`src/rtl/l2_bus_arbiter_pkg.sv`:
```
// Shared types for the L2 processor-side bus arbiter.
package l2_bus_arbiter_pkg;

  localparam int unsigned DataWidth   = 32;
  localparam int unsigned ByteEnWidth = DataWidth / 8;

  typedef enum logic [2:0] {
    StIdle,
    StGrantI,
    StGrantD,
    StFlushIssue,
    StFlushWait,
    StClearIssue,
    StClearWait
  } arb_state_t;

  typedef enum logic {
    GntI,
    GntD
  } grant_t;

endpackage

```
`src/rtl/l2_bus_arbiter_if.sv`:
```
// Generic request/busy memory bus shared by the L1 caches and the L2 proc side.
interface generic_bus_if
  import l2_bus_arbiter_pkg::*;
#(
  parameter int unsigned ADDR_WIDTH = 32
);
  logic [ADDR_WIDTH-1:0]  addr;
  logic [DataWidth-1:0]   wdata;
  logic [DataWidth-1:0]   rdata;
  logic                   ren;
  logic                   wen;
  logic                   busy;
  logic [ByteEnWidth-1:0] byte_en;

  // Memory side of a bus: receives the request, returns data and busy.
  modport generic_bus (
    input  addr, ren, wen, wdata, byte_en,
    output rdata, busy
  );

  // Requester side of a bus: drives the request, sees data and busy.
  modport cpu (
    output addr, ren, wen, wdata, byte_en,
    input  rdata, busy
  );
endinterface

```
`src/rtl/l2_bus_arbiter.sv`:
```
// Round-robin arbiter sharing the L2 proc-side bus between the L1 I- and D-cache,
// with L2 flush/clear sequenced so they never overlap a live transaction.
module l2_bus_arbiter
  import l2_bus_arbiter_pkg::*;
#(
  parameter bit          DCACHE_FIRST = 1'b1,
  parameter int unsigned ADDR_WIDTH   = 32
) (
  input  logic                   CLK,
  input  logic                   RST,
  generic_bus_if.generic_bus     icache_bus_if,
  generic_bus_if.generic_bus     dcache_bus_if,
  generic_bus_if.cpu             l2_bus_if,
  input  logic                   flush_req,
  input  logic                   clear_req,
  output logic                   flush_done,
  output logic                   clear_done,
  output logic                   l2_flush,
  output logic                   l2_clear,
  input  logic                   l2_flush_done,
  input  logic                   l2_clear_done
);

  arb_state_t state_q, state_d;
  grant_t     last_grant_q, last_grant_d;

  logic i_req, d_req, maint_req;

  // The I-cache only reads; its wen is deliberately ignored.
  assign i_req     = icache_bus_if.ren;
  assign d_req     = dcache_bus_if.ren | dcache_bus_if.wen;
  assign maint_req = flush_req | clear_req;

  logic unused_icache_wen;
  assign unused_icache_wen = icache_bus_if.wen;

  // Next-state, bus muxing and maintenance pulses.
  always_comb begin
    state_d      = state_q;
    last_grant_d = last_grant_q;

    l2_bus_if.addr    = ADDR_WIDTH'(0);
    l2_bus_if.wdata   = '0;
    l2_bus_if.ren     = 1'b0;
    l2_bus_if.wen     = 1'b0;
    l2_bus_if.byte_en = '0;

    icache_bus_if.busy  = 1'b1;
    icache_bus_if.rdata = '0;
    dcache_bus_if.busy  = 1'b1;
    dcache_bus_if.rdata = '0;

    l2_flush   = 1'b0;
    l2_clear   = 1'b0;
    flush_done = 1'b0;
    clear_done = 1'b0;

    unique case (state_q)
      StIdle: begin
        if (flush_req) begin
          state_d = StFlushIssue;
        end else if (clear_req) begin
          state_d = StClearIssue;
        end else if (i_req && d_req) begin
          state_d = (last_grant_q == GntI) ? StGrantD : StGrantI;
        end else if (d_req) begin
          state_d = StGrantD;
        end else if (i_req) begin
          state_d = StGrantI;
        end
      end

      StGrantI: begin
        l2_bus_if.addr      = icache_bus_if.addr;
        l2_bus_if.wdata     = icache_bus_if.wdata;
        l2_bus_if.ren       = icache_bus_if.ren;
        l2_bus_if.byte_en   = icache_bus_if.byte_en;
        icache_bus_if.rdata = l2_bus_if.rdata;
        icache_bus_if.busy  = l2_bus_if.busy;
        if (!l2_bus_if.busy) begin
          last_grant_d = GntI;
          // Hand straight over to a waiting D-cache unless maintenance is queued.
          state_d = (d_req && !maint_req) ? StGrantD : StIdle;
        end
      end

      StGrantD: begin
        l2_bus_if.addr      = dcache_bus_if.addr;
        l2_bus_if.wdata     = dcache_bus_if.wdata;
        l2_bus_if.ren       = dcache_bus_if.ren;
        l2_bus_if.wen       = dcache_bus_if.wen;
        l2_bus_if.byte_en   = dcache_bus_if.byte_en;
        dcache_bus_if.rdata = l2_bus_if.rdata;
        dcache_bus_if.busy  = l2_bus_if.busy;
        if (!l2_bus_if.busy) begin
          last_grant_d = GntD;
          state_d = (i_req && !maint_req) ? StGrantI : StIdle;
        end
      end

      StFlushIssue: begin
        l2_flush = 1'b1;
        state_d  = StFlushWait;
      end

      StFlushWait: begin
        if (l2_flush_done) begin
          flush_done = 1'b1;
          state_d    = StIdle;
        end
      end

      StClearIssue: begin
        l2_clear = 1'b1;
        state_d  = StClearWait;
      end

      StClearWait: begin
        if (l2_clear_done) begin
          clear_done = 1'b1;
          state_d    = StIdle;
        end
      end

      default: state_d = StIdle;
    endcase
  end

  // State and round-robin history; reset abandons any live transaction.
  always_ff @(posedge CLK) begin
    if (RST) begin
      state_q      <= StIdle;
      last_grant_q <= DCACHE_FIRST ? GntI : GntD;
    end else begin
      state_q      <= state_d;
      last_grant_q <= last_grant_d;
    end
  end

  // An owner must hold its request until it has seen busy=0.
  a_icache_holds_req: assert property (@(posedge CLK) disable iff (RST)
    (state_q == StGrantI) |-> icache_bus_if.ren);
  a_dcache_holds_req: assert property (@(posedge CLK) disable iff (RST)
    (state_q == StGrantD) |-> (dcache_bus_if.ren || dcache_bus_if.wen));

endmodule
```
`src/flat_wrapper.sv`:
```
// flat-port wrapper written by rule: the top's interface ports become plain ports
module l2_bus_arbiter_flat import l2_bus_arbiter_pkg::*;
#(
  parameter bit          DCACHE_FIRST = 1'b1,
  parameter int unsigned ADDR_WIDTH   = 32
)
  (CLK, RST, flush_req, clear_req, flush_done, clear_done, l2_flush, l2_clear, l2_flush_done, l2_clear_done, icache_bus_if_addr, icache_bus_if_ren, icache_bus_if_wen, icache_bus_if_wdata, icache_bus_if_byte_en, icache_bus_if_rdata, icache_bus_if_busy, dcache_bus_if_addr, dcache_bus_if_ren, dcache_bus_if_wen, dcache_bus_if_wdata, dcache_bus_if_byte_en, dcache_bus_if_rdata, dcache_bus_if_busy, l2_bus_if_addr, l2_bus_if_ren, l2_bus_if_wen, l2_bus_if_wdata, l2_bus_if_byte_en, l2_bus_if_rdata, l2_bus_if_busy);
  generic_bus_if #(.ADDR_WIDTH(ADDR_WIDTH)) icache_bus_if_i ();
  generic_bus_if #(.ADDR_WIDTH(ADDR_WIDTH)) dcache_bus_if_i ();
  generic_bus_if #(.ADDR_WIDTH(ADDR_WIDTH)) l2_bus_if_i ();
  input  logic CLK;
  input  logic RST;
  input  logic flush_req;
  input  logic clear_req;
  output logic flush_done;
  output logic clear_done;
  output logic l2_flush;
  output logic l2_clear;
  input  logic l2_flush_done;
  input  logic l2_clear_done;
  input wire logic [$bits(icache_bus_if_i.addr)-1:0] icache_bus_if_addr;
  input wire logic [$bits(icache_bus_if_i.ren)-1:0] icache_bus_if_ren;
  input wire logic [$bits(icache_bus_if_i.wen)-1:0] icache_bus_if_wen;
  input wire logic [$bits(icache_bus_if_i.wdata)-1:0] icache_bus_if_wdata;
  input wire logic [$bits(icache_bus_if_i.byte_en)-1:0] icache_bus_if_byte_en;
  output wire logic [$bits(icache_bus_if_i.rdata)-1:0] icache_bus_if_rdata;
  output wire logic [$bits(icache_bus_if_i.busy)-1:0] icache_bus_if_busy;
  input wire logic [$bits(dcache_bus_if_i.addr)-1:0] dcache_bus_if_addr;
  input wire logic [$bits(dcache_bus_if_i.ren)-1:0] dcache_bus_if_ren;
  input wire logic [$bits(dcache_bus_if_i.wen)-1:0] dcache_bus_if_wen;
  input wire logic [$bits(dcache_bus_if_i.wdata)-1:0] dcache_bus_if_wdata;
  input wire logic [$bits(dcache_bus_if_i.byte_en)-1:0] dcache_bus_if_byte_en;
  output wire logic [$bits(dcache_bus_if_i.rdata)-1:0] dcache_bus_if_rdata;
  output wire logic [$bits(dcache_bus_if_i.busy)-1:0] dcache_bus_if_busy;
  output wire logic [$bits(l2_bus_if_i.addr)-1:0] l2_bus_if_addr;
  output wire logic [$bits(l2_bus_if_i.ren)-1:0] l2_bus_if_ren;
  output wire logic [$bits(l2_bus_if_i.wen)-1:0] l2_bus_if_wen;
  output wire logic [$bits(l2_bus_if_i.wdata)-1:0] l2_bus_if_wdata;
  output wire logic [$bits(l2_bus_if_i.byte_en)-1:0] l2_bus_if_byte_en;
  input wire logic [$bits(l2_bus_if_i.rdata)-1:0] l2_bus_if_rdata;
  input wire logic [$bits(l2_bus_if_i.busy)-1:0] l2_bus_if_busy;
  assign icache_bus_if_i.addr = icache_bus_if_addr;
  assign icache_bus_if_i.ren = icache_bus_if_ren;
  assign icache_bus_if_i.wen = icache_bus_if_wen;
  assign icache_bus_if_i.wdata = icache_bus_if_wdata;
  assign icache_bus_if_i.byte_en = icache_bus_if_byte_en;
  assign icache_bus_if_rdata = icache_bus_if_i.rdata;
  assign icache_bus_if_busy = icache_bus_if_i.busy;
  assign dcache_bus_if_i.addr = dcache_bus_if_addr;
  assign dcache_bus_if_i.ren = dcache_bus_if_ren;
  assign dcache_bus_if_i.wen = dcache_bus_if_wen;
  assign dcache_bus_if_i.wdata = dcache_bus_if_wdata;
  assign dcache_bus_if_i.byte_en = dcache_bus_if_byte_en;
  assign dcache_bus_if_rdata = dcache_bus_if_i.rdata;
  assign dcache_bus_if_busy = dcache_bus_if_i.busy;
  assign l2_bus_if_addr = l2_bus_if_i.addr;
  assign l2_bus_if_ren = l2_bus_if_i.ren;
  assign l2_bus_if_wen = l2_bus_if_i.wen;
  assign l2_bus_if_wdata = l2_bus_if_i.wdata;
  assign l2_bus_if_byte_en = l2_bus_if_i.byte_en;
  assign l2_bus_if_i.rdata = l2_bus_if_rdata;
  assign l2_bus_if_i.busy = l2_bus_if_busy;
  l2_bus_arbiter #(.DCACHE_FIRST(DCACHE_FIRST), .ADDR_WIDTH(ADDR_WIDTH)) u_core (.CLK(CLK), .RST(RST), .icache_bus_if(icache_bus_if_i), .dcache_bus_if(dcache_bus_if_i), .l2_bus_if(l2_bus_if_i), .flush_req(flush_req), .clear_req(clear_req), .flush_done(flush_done), .clear_done(clear_done), .l2_flush(l2_flush), .l2_clear(l2_clear), .l2_flush_done(l2_flush_done), .l2_clear_done(l2_clear_done));
endmodule
```
`config.mk`:
```
export PLATFORM = sky130hd
export DESIGN_NAME = l2_bus_arbiter_flat
export DESIGN_NICKNAME = d
export VERILOG_FILES = /design/src/rtl/l2_bus_arbiter_pkg.sv /design/src/rtl/l2_bus_arbiter_if.sv /design/src/rtl/l2_bus_arbiter.sv /design/src/flat_wrapper.sv
export SDC_FILE = /design/constraint.sdc
export NUM_CORES = 1
export LEC_CHECK = 0
export ABC_AREA = 0
export CORE_AREA = 3 3 122 124
export CTS_CLUSTER_SIZE = 24
export DETAILED_ROUTE_END_ITERATION = 7
export DIE_AREA = 0 0 125 127
export GPL_TIMING_DRIVEN = 0
export HOLD_SLACK_MARGIN = 0.15
export PLACE_DENSITY_LB_ADDON = 0.12
export SETUP_SLACK_MARGIN = 0.3
export SLEW_MARGIN = 20
export SYNTH_ARGS = -nofsm -noshare
export SYNTH_HDL_FRONTEND = slang
export SYNTH_SLANG_ARGS = --single-unit
```
`constraint.sdc`:
```
create_clock -name CLK -period 3.6 [get_ports CLK]
set_input_delay 0.72 -clock CLK [delete_from_list [all_inputs] [get_ports CLK]]
set_output_delay 0.72 -clock CLK [all_outputs]
set_load 0.02 [all_outputs]
```
**Word level (Yosys, flattened, before mapping)**

Index checks and enable logic that the tools add are counted.

- Mux-type cells: 31
- Bitwise logic cells: 2
- Equal/unequal tests: 11
- Reductions and logical operators: 8
- $lt $le $gt $ge: 0
- Shift operators: 0
- Add/subtract/negate cells: 0
- Multipliers: 0
- Divide/modulo/power cells: 0

Operators by type and width:

| kind | count |
|---|---|
| $pmux 32 s2 | 2 |
| $mux 32 | 2 |
| $mux 3 | 9 |
| $pmux 3 s7 | 1 |
| $mux 1 | 12 |
| $eq 3x3->1 const B | 3 |
| $ne 2x2->1 const B | 4 |
| $pmux 4 s2 | 1 |
| $eq 3x2->1 const B | 2 |
| $ne 6x4->1 const B | 1 |
| $reduce_and 5->1 | 1 |
| $mux 2 | 2 |
| $pmux 1 s2 | 2 |
| $eq 3x1->1 const B | 1 |
| $logic_and 1x1->1 | 3 |
| $logic_not 3->1 | 1 |
| $reduce_and 3->1 | 1 |
| $or 1x1->1 | 2 |
| $reduce_bool 2->1 | 1 |
| $logic_not 1->1 | 1 |

- Memory bits (writable): 0
- Logic and storage cells: 54
- Input bits: 179
- Memories: 0
- Output and inout bits: 140
- Bits in read-only memories: 0
- Latch bits: 0
- Bits in registers: 4

**Logic depth before layout (Yosys ltp)**

- Word-level depth: 6
- Gate-level depth with buffers: 5
- Depth with buffers taken out: 4

**Least setup slack after synthesis**

Ideal clock, no wire load.

- Kind: input -> output
- From: input l2_flush_done
- To: output flush_done
- Path slack: 1.486 ns
- Data arrival time: 1.394 ns
- Data required time: 2.880 ns
- Stages: 2
- Buffers on the path: 0
- Cells stage by stage: nor2b_1 > nor3b_1

- Word-level cells in the longest chain between the ends: 2

RTL lines:

| element | line | text |
|---|---|---|
| start, declared | flat_wrapper.sv:19 | `input logic l2_flush_done;` |
| $mux 1 | l2_bus_arbiter.sv:107 | `if (l2_flush_done) begin` |
| $mux 1 | l2_bus_arbiter.sv:58 | `unique case (state_q)` |
| end, declared | flat_wrapper.sv:15 | `output logic flush_done;` |

No other way between the ends.

**Worst setup path after layout**

- From: register u_core.state_q[1]
- To: output l2_bus_if_wdata[27]

- Word-level cells in the longest chain between the ends: 2
- Elaborated cells on any way between the ends: 3
- Those cells by class: 2 x eq/ne; 1 x mux

RTL lines:

| element | line | text |
|---|---|---|
| start, declared | l2_bus_arbiter.sv:24 | `arb_state_t state_q, state_d;` |
| start signal, assigned | l2_bus_arbiter.sv:132 | `state_q <= StIdle;` |
| start signal, assigned | l2_bus_arbiter.sv:135 | `state_q <= state_d;` |
| $eq 3x2->1 / $eq 3x1->1 (equally long branches) | l2_bus_arbiter.sv:58 |  |
| $pmux 32 s2 (*) | l2_bus_arbiter.sv:58 |  |
| end, declared | flat_wrapper.sv:38 | `output wire logic [$bits(l2_bus_if_i.wdata)-1:0] l2_bus_if_wdata;` |

Every way passes the cells marked *; elsewhere a longest branch is shown, timed or not.

==> tab_implementation.tex <==
\begin{tabular}{lr}
\hline
Metric & Value \\
\hline
\multicolumn{2}{l}{\textbf{Die}} \\
\quad Initial standard-cell utilization of the core & 0.110 \\
\quad Die area & $\sim$0.016 mm2 \\
\quad Die boundary width & 125 um \\
\quad Boundary pin count & 319 \\
\quad Standard cell core area & 0.0139 mm2 \\
\quad Vert. Die Dim & 127 um \\
\quad Total number of placement rows & 43 \\
\multicolumn{2}{l}{\textbf{Cells and area}} \\
\quad Antenna diodes & 0 \\
\quad Most frequent cells in the layout & clkdlybuf4s50\_1, a22o\_1, and2\_1, buf\_4, buf\_6 \\
\quad Number of nets in the final layout & 701 \\
\quad Commonest non-fill, non-tap cell in the layout & clkdlybuf4s50\_1 \\
\quad Fraction of layout cells with a size suffix above 1 & 0.0596 \\
\quad Layout-stage area growth over the synthesis result & 227\% \\
\multicolumn{2}{l}{\textbf{Critical path}} \\
\quad Path type of the worst setup path & register to primary output \\
\quad Critical path cell sequence & nand2b\_2, nor2\_4, buf\_4, buf\_4, a22o\_1, clkdlybuf4s50\_1 \\
\quad Data required time of the critical path & 2880 ps \\
\quad Worst setup SP type & register \\
\quad Maximum fanout along the worst path & 10 \\
\quad Kind of cell adding the most delay to the critical path & buffers and inverters \\
\quad Data arrival time of the critical path & approximately 2200 ps \\
\quad Worst setup path startpoint & u\_core.state\_q[1] \\
\quad Worst Setup End Kind & primary output \\
\quad Dominant cell type by count on the critical path & buf\_4 \\
\quad Number of buffers and inverters on the critical path & 3 \\
\quad Worst r2r src & u\_core.state\_q[0] \\
\quad Standard cell with the maximum stage delay on the critical path & clkdlybuf4s50\_1 \\
\quad Slowest cell delay on critical path & 620 ps \\
\multicolumn{2}{l}{\textbf{Synth}} \\
\quad Commonest register cell after synthesis & dfxtp\_1 \\
\quad Count of state elements after synthesis & 4 \\
\quad Library cells used by synthesis & 35 \\
\quad Async set or reset register ratio after synthesis & 0 \\
\quad Count of synthesis-stage warnings from yosys & 0 \\
\quad Instance count of the mapped netlist & 200 \\
\quad Post-synthesis instance area & 0.00153 mm2 \\
\quad Count of flip-flops with a built-in enable after synthesis & 0 \\
\quad Net count after synthesis & 379 \\
\quad Share of the yosys chip area belonging to registers & 0.0524 \\
\quad Synthesized area divided by synthesized cell count & roughly 7.6 um2 \\
\multicolumn{2}{l}{\textbf{CTS}} \\
\quad PostCTS Resize Cnt & 0 \\
\quad H-tree level count & 1 \\
\quad Clock latency on the worst-skew pair & approximately 220 ps \\
\quad TritonCTS clock tree & yes \\
\quad Clock buffers created by TritonCTS & 3 \\
\quad CTS Buffer Depth & 2 \\
\quad Clock-pin slew of the registers on the worst-case setup and hold paths & 30 ps \\
\quad Number of clock sinks & 4 \\
\quad Number of hold buffers added after cts & 0 \\
\quad Total setup buffers inserted after CTS & 0 \\
\quad CTS root buffer & clkbuf\_16 \\
\multicolumn{2}{l}{\textbf{Flow run}} \\
\quad Count of maximum capacitance violations & 0 \\
\multicolumn{2}{l}{\textbf{STA}} \\
\quad Worst rel slew slack & 0.775 \\
\quad Worst Skew & 0.738 ps \\
\quad Final worst path period share & 0.818 \\
\quad Final setup violation count & 0 \\
\quad Worst hold slack & 453 ps \\
\quad RSZ-0062 raised after global routing & no \\
\quad Pin slew with the least headroom to its limit & between 300 and 400 ps \\
\quad Final critical path time including I/O delays and setup & $\sim$2900 ps \\
\quad Slew Limit Fails & 0 \\
\quad Final total negative setup slack & 0 ps \\
\quad Highest clock frequency the design can meet & 0.339 GHz \\
\quad Count of final hold-check violations & 0 \\
\multicolumn{2}{l}{\textbf{Run status}} \\
\quad Status & completed \\
\multicolumn{2}{l}{\textbf{Detailed routing}} \\
\quad Remaining antenna violation count & 0 \\
\quad Vias/cell & 4.16 \\
\quad Wire length reported by the detailed router & about 12 mm \\
\quad Vias post-DR & 2915 \\
\quad Routed wire length per instance & 17.3 um \\
\quad First DRT Iteration DRCs & 70 \\
\quad Number of detailed-routing iterations run before antenna repair & 4 \\
\quad Residual DRC & 0 \\
\multicolumn{2}{l}{\textbf{GRT}} \\
\quad Number of antenna violations at the first check in global routing & 0 \\
\quad GRT overflow & 0 \\
\quad Global-route wire length before repair & 17.9 mm \\
\quad Number of global-route vias before repair & slightly above 3000 \\
\quad Pin count of the biggest net entering global routing & 11 \\
\quad Global routing usage summed across all routing layers & 0.139 \\
\multicolumn{2}{l}{\textbf{Power}} \\
\quad Power Density & 688 mW/mm2 \\
\quad Peak supply drop & 0.257 mV \\
\quad Leak Pwr & 1.88 nW \\
\multicolumn{2}{l}{\textbf{Placement}} \\
\quad Port Buffers & 317 \\
\quad Global placement routability congestion & 0.882 \\
\quad Sum of net half-perimeters after detailed placement & around 10 mm \\
\multicolumn{2}{l}{\textbf{Hold path}} \\
\quad Worst min-delay path class & register to register \\
\quad Hold Startpoint & u\_core.last\_grant\_q \\
\hline
\end{tabular}
==> metrics by stage <==
step | util | instances | setup slack (ps) | power (mW) | area (um2)
floorplan | - | 200 | 1490 | 1.76 | 1530
global placement | 0.355 | 697 | 682 | 3.32 | 4930
detailed placement | 0.355 | 697 | 682 | 3.31 | 4930
CTS | 0.360 | 700 | 585 | 3.50 | 5000
global route | 0.360 | 700 | 544 | 3.65 | 5000
finish | 0.360 | 700 | 654 | 3.44 | 5000
==> Yosys cell counts (2+ instances only) <==
cell type	count	area [um2]
nor2_1	3	11.3
or3_1	2	12.5
buf_6	7	78.8
a22o_1	69	604
nand2_1	3	11.3
dfxtp_1	4	80.1
inv_1	2	7.51
nor3_1	3	15.0
buf_2	3	15.0
clkbuf_1	2	7.51
nand2b_1	2	12.5
buf_4	9	67.6
clkbuf_2	4	20.0
a21oi_1	2	10.0
and2_1	65	407
==> final timing paths <==
check	to	slack, ps	cells past startpoint
worst max-delay path	l2_bus_if_wdata[27]	650	6
worst min-delay path	u_core.last_grant_q	450	2
worst max register to register	u_core.state_q[0]	2330	4
worst min register to register	u_core.last_grant_q	450	2
==> cell families (layout without fill, tap and decap cells) <==
kind of cell	count (synthesis)	count (layout)	share of synthesized area
flip-flops	4	4	0.0524
buffers and inverters	27	347	0.128
AND/OR/NAND/NOR	86	86	0.355
AO/OA/AOI/OAI	83	83	0.464
==> state kept, by name, summed over array words and instances (netlist names) <==
signal               count
u_core.state_q           3
u_core.last_grant_q      1
==> where the power goes <==
part	internal, mW	switching, mW
combinational	1.60	1.58
clock	0.142	0.0290
sequential	0.0628	0.0163
==> area by class of cell <==
cell class                 count  area, um2
multi-input combinational    169       1250
buffer                        25        189
clock buffer                   3       75.1
inverter                       2       7.51
timing repair buffer         317       3170
sequential                     4       80.1
fill                        1451       8880
tap                          180        225
==> tightest hold or removal path: stages, from the launching register on <==
cell,delay (ps)
dfxtp_1,300
nand2_1,50
a21oi_1,50
==> layer usage <==
metal	global-route usage	vias up	part of all wire
met5	0	-	0
met1	0.157	1305	0.38
met3	0.0368	12	0.093
met2	0.263	202	0.51
li1	-	1396	-
met4	0.0287	0	0.017
Power figures use the tool's default switching activity.
